==> config.mk <==
export PLATFORM = sky130hd
export DESIGN_NAME = vector_lane_sequencer
export DESIGN_NICKNAME = d
export VERILOG_FILES = /design/src/rtl/vector_lane_sequencer.sv
export SDC_FILE = /design/constraint.sdc
export NUM_CORES = 2
export LEC_CHECK = 0
export BUFFER_PORTS_ARGS = -buffer_cell sky130_fd_sc_hd__buf_2
export CORE_AREA = 8 8 377 379
export CTS_BUF_LIST = sky130_fd_sc_hd__clkbuf_16
export DETAILED_ROUTE_END_ITERATION = 8
export DIE_AREA = 0 0 385 387
export PLACE_DENSITY = 0.49
export SYNTH_ARGS = -nofsm -noshare
export SYNTH_HDL_FRONTEND = slang
export SYNTH_SLANG_ARGS = --single-unit
==> constraint.sdc <==
create_clock -name clk -period 5.4 [get_ports clk]
set_input_delay 0 -clock clk [delete_from_list [all_inputs] [get_ports clk]]
set_output_delay 0 -clock clk [all_outputs]
set_load 0.05 [all_outputs]
==> src/rtl/vector_lane_sequencer.sv <==
// Sequences a V-bit vector operation through a shared L-bit lane ALU, one slice per beat.
// Latency: B+2 cycles from accepted StartVE to DoneVE release (accept, B beats, done).
// Backpressure: StallVE holds the pipeline from acceptance through RUN; FlushE aborts RUN.
module vector_lane_sequencer #(
    parameter int V = 256,
    parameter int L = 64
) (
    input  logic         clk,
    input  logic         rst,
    input  logic         StartVE,
    input  logic [2:0]   ALUControlE,
    input  logic [V-1:0] SrcAVE,
    input  logic [V-1:0] SrcBVE,
    input  logic         FlushE,
    output logic [L-1:0] LaneA,
    output logic [L-1:0] LaneB,
    output logic [2:0]   LaneCtrl,
    input  logic [L-1:0] LaneResult,
    output logic [V-1:0] ALUResultVE,
    output logic         StallVE,
    output logic         DoneVE,
    output logic         BusyVE
);

    localparam int B  = V / L;
    localparam int BW = (B > 1) ? $clog2(B) : 1;
    localparam int VW = (V > 1) ? $clog2(V) : 1;
    localparam logic [BW-1:0] LAST = BW'(B - 1);

    typedef enum logic [1:0] {
        IDLE,
        RUN,
        DONE
    } state_t;

    typedef struct packed {
        logic [2:0]   ctrl;
        logic [V-1:0] a;
        logic [V-1:0] b;
    } op_t;

    state_t        state;
    logic [BW-1:0] beat;
    op_t           op_q;
    logic [V-1:0]  acc_q;
    logic [V-1:0]  acc_nxt;
    logic [V-1:0]  res_q;
    logic [VW-1:0] base;
    logic          busy_q;
    logic          done_q;
    logic          accept;

    assign base   = VW'(beat) * VW'(L);
    assign accept = (state == IDLE) && StartVE && !FlushE;

    // Partial slices collect in acc_q so a flushed operation never disturbs the visible result.
    always_comb begin
        acc_nxt             = acc_q;
        acc_nxt[base +: L]  = LaneResult;
    end

    always_comb begin
        LaneA    = '0;
        LaneB    = '0;
        LaneCtrl = '0;
        if (state == RUN) begin
            LaneA    = op_q.a[base +: L];
            LaneB    = op_q.b[base +: L];
            LaneCtrl = op_q.ctrl;
        end
    end

    always_ff @(posedge clk) begin
        if (!rst) begin
            state  <= IDLE;
            beat   <= '0;
            op_q   <= '0;
            acc_q  <= '0;
            res_q  <= '0;
            busy_q <= 1'b0;
            done_q <= 1'b0;
        end else begin
            case (state)
                IDLE: begin
                    done_q <= 1'b0;
                    if (accept) begin
                        op_q.a    <= SrcAVE;
                        op_q.b    <= SrcBVE;
                        op_q.ctrl <= ALUControlE;
                        beat      <= '0;
                        busy_q    <= 1'b1;
                        state     <= RUN;
                    end
                end
                RUN: begin
                    if (FlushE) begin
                        beat   <= '0;
                        busy_q <= 1'b0;
                        state  <= IDLE;
                    end else begin
                        acc_q <= acc_nxt;
                        if (beat == LAST) begin
                            res_q  <= acc_nxt;
                            beat   <= '0;
                            busy_q <= 1'b0;
                            done_q <= 1'b1;
                            state  <= DONE;
                        end else begin
                            beat <= beat + 1'b1;
                        end
                    end
                end
                DONE: begin
                    done_q <= 1'b0;
                    state  <= IDLE;
                end
                default: begin
                    beat   <= '0;
                    busy_q <= 1'b0;
                    done_q <= 1'b0;
                    state  <= IDLE;
                end
            endcase
        end
    end

    assign ALUResultVE = res_q;
    assign BusyVE      = busy_q;
    assign DoneVE      = done_q;
    assign StallVE     = accept || (state == RUN);

endmodule

==> results_dict.tcl <==
set metrics [dict create \
    status "complete, no violations" \
    wl_met1_um 79800 \
    hold_viol_final 0 \
    max-slew-margin-rel 0.173 \
    fin_nets 6821 \
    wl_met3_um 15500 \
    die_h_um 387 \
    ctsResizeCount 0 \
    crit_chain "buf_4 > buf_4 > mux4_2 > nor2b_1 > buf_2" \
    cp.depth 5 \
    crit_top_cell "buf_4" \
    grt_setup_unrepaired "false" \
    syn_inst 4810 \
    areaGrowthSynthToFinish_pct 41.9 \
    met2_length_um 84400 \
    required_ns 5.40 \
    min_from "SrcBVE[74]" \
    reg2reg_depth 6 \
    synth_edf_count 0 \
    reg2reg_from "beat[1]$_SDFFE_PN0P_" \
    cts.clk_slew.worst_paths_ns 0.06 \
    yosysTopAreaCell "dfxtp_1" \
    grt_pass1_vias 41300 \
    cp_top_family "buffers and inverters" \
    post-dp-hpwl_um 123000 \
    finalSetupViolations 0 \
    hold_depth 4 \
    p_leak_nw 23.4 \
    port_buffers 972 \
    worstSetupEndpointType "output port" \
    fmax_mhz 246 \
    dr.pass1.iters 8 \
    cts_inserted_buffers 118 \
    setup-tns-final_ns 0 \
    cts-root-buf "clkbuf_16" \
    synth-main-ff-cell "dfxtp_1" \
    crit_fanout 43 \
    ys_types 39 \
    drive_gt1_frac 0.210 \
    syn_area_per_cell_um2 8.72 \
    async_reset_ff_frac 0 \
    synth_common_cells "dfxtp_1, o21ai_0, nand2_1" \
    initial_core_util 0.308 \
    worstSetupPathType "flop to output port" \
    htreeDepth 3 \
    num_vias 42800 \
    hp-class "input pin to flop" \
    place_inst 7111 \
    dieArea_mm2 0.149 \
    yosys.area.top_type_share 0.493 \
    ant_nets 0 \
    syn_area_mm2 0.0419 \
    worstPathBufferInverterCount 3 \
    cp-startpoint "beat[0]$_SDFFE_PN0P_" \
    clock_path_buffers 3 \
    synthTopCellsByArea "dfxtp_1, o21ai_0, nand2_1, mux4_2, nand3_1" \
    io_pins 973 \
    wl_per_cell_um 23.0 \
    rows 136 \
    tightest_slew_ns 1.24 \
    p_per_area_mw_per_mm2 293 \
    clock-sinks 1033 \
    ys_ff_latch 1033 \
    drtIter0Drc 3321 \
    die_x_um 385 \
    crit_arrival_ns 4.06 \
    cp-start-kind "flop" \
    clkLatencyLatePin_ns 0.75 \
    period_minus_slack_ns 4.06 \
    dr.max_layer_used "met5" \
    cts_tree "done" \
    crit_path_top_delay_cell "buf_4" \
    wl_um 188000 \
    grt_pass1_wl_um 276000 \
    gp_congestion 0.866 \
    grt_overflow_total 0 \
    core_area_mm2 0.136 \
    vdd.ir_drop.worst_uv 308 \
    cpPeakStageDelay_ns 0.85 \
    antenna_found_initial 63 \
    seq_area_frac_synth 0.493 \
    synth_most_common_cell "dfxtp_1" \
    drv_slew 0 \
    period_share 0.751 \
    synth_fp_nets 5399 \
    viasPerCell 5.23 \
    max_cap_viol_count 0 \
    yosys_warnings 0 \
    grt_use_total 0.237 \
    grt_max_degree 287 \
    drc 0 \
    fin_cells 8188 \
    fin_skew_ns 0.0349 \
]
sequential cells by signal (all words and copies together), names as in the netlist:
| name | count |
|---|---|
| op_q | 515 |
| ALUResultVE | 256 |
| acc_q | 256 |
| beat | 2 |
| state | 2 |
| BusyVE | 1 |
| DoneVE | 1 |
worst paths after layout:
path / endpoint / slack [ns]
worst max-delay path: LaneB[38] / 1.34
worst min-delay path: op_q[74]$_SDFFE_PN0P_ / 0.06
worst max register to register: acc_q[175]$_SDFFE_PN0P_ / 2.16
worst min register to register: op_q[392]$_SDFFE_PN0P_ / 0.45
logic make-up after synthesis:
group,count (synthesis),synth area share
compound gates,1482,0.204
fa+ha+maj,6,0.00179
buf+inv,523,0.0515
flops,1033,0.493
mux,128,0.0688
simple gates,1638,0.181
routing by layer:
metal  global-route usage  up-vias
li1                     -    20200
met1                0.304    20600
met2                0.370     1575
met3               0.0707      418
met4               0.0973       20
met5                    0        -
placed cells by master (no fill, tap or decap), types with 39 or more instances in the layout:
master         count
a221oi_1          64
diode_2           61
a32oi_1           64
mux4_2           128
a31oi_1          132
nor2_1            65
inv_1             39
a22o_1            64
clkbuf_16        120
nand3_1          517
dlygate4sd3_1    795
buf_2            971
o21ai_0          775
o22ai_1          188
nand2_1          767
a21oi_1          189
dfxtp_1         1031
nor2b_1          257
worst reg2reg max path, delay by kind of cell, from the launching register on:
kind	cells	cell delay (ns)
simple gates	2	0.92
buf+inv	2	0.80
fa+ha+maj	1	0.50
compound gates	1	0.25
flops	1	0.71
power breakdown:
group          switching (W)  leakage, nW  internal, W
registers           0.000125         8.38      0.00783
clock network        0.00343         1.94      0.00431
logic               0.000923         13.0     0.000782
repair_timing:
| item | in CTS | in global routing |
|---|---|---|
| hold buffers | 795 | 0 |
| setup buffers | 0 | 0 |
| setup endpoints to repair | 0 | 0 |
| hold endpoints to repair | 1033 | 0 |
area by class of cell:
cell class                      instances  area, µm²
Sequential cell                      1033      20700
Clock inverter                        101        694
Antenna cell                           61        153
Tap cell                             1794       2240
Fill cell                           13200      76800
Multi-Input combinational cell       3254      19300
Clock buffer                          120       3000
Inverter                                5       18.8
Timing Repair Buffer                 1820      13400
per-stage QoR:
step                       util  hold WS, ns  power [W]  area [µm²]  worst slack [ns]
after CTS                 0.435    0.0000455     0.0176       59300              1.13
after global routing      0.436       0.0196     0.0180       59400             0.967
final                     0.436       0.0632     0.0174       59500              1.34
after global placement    0.350        0.215    0.00929       47700              1.95
after floorplan               -        0.126    0.00876       41900              2.83
after detailed placement  0.350        0.221    0.00930       47700              1.96
Power figures use the tool's default switching activity.
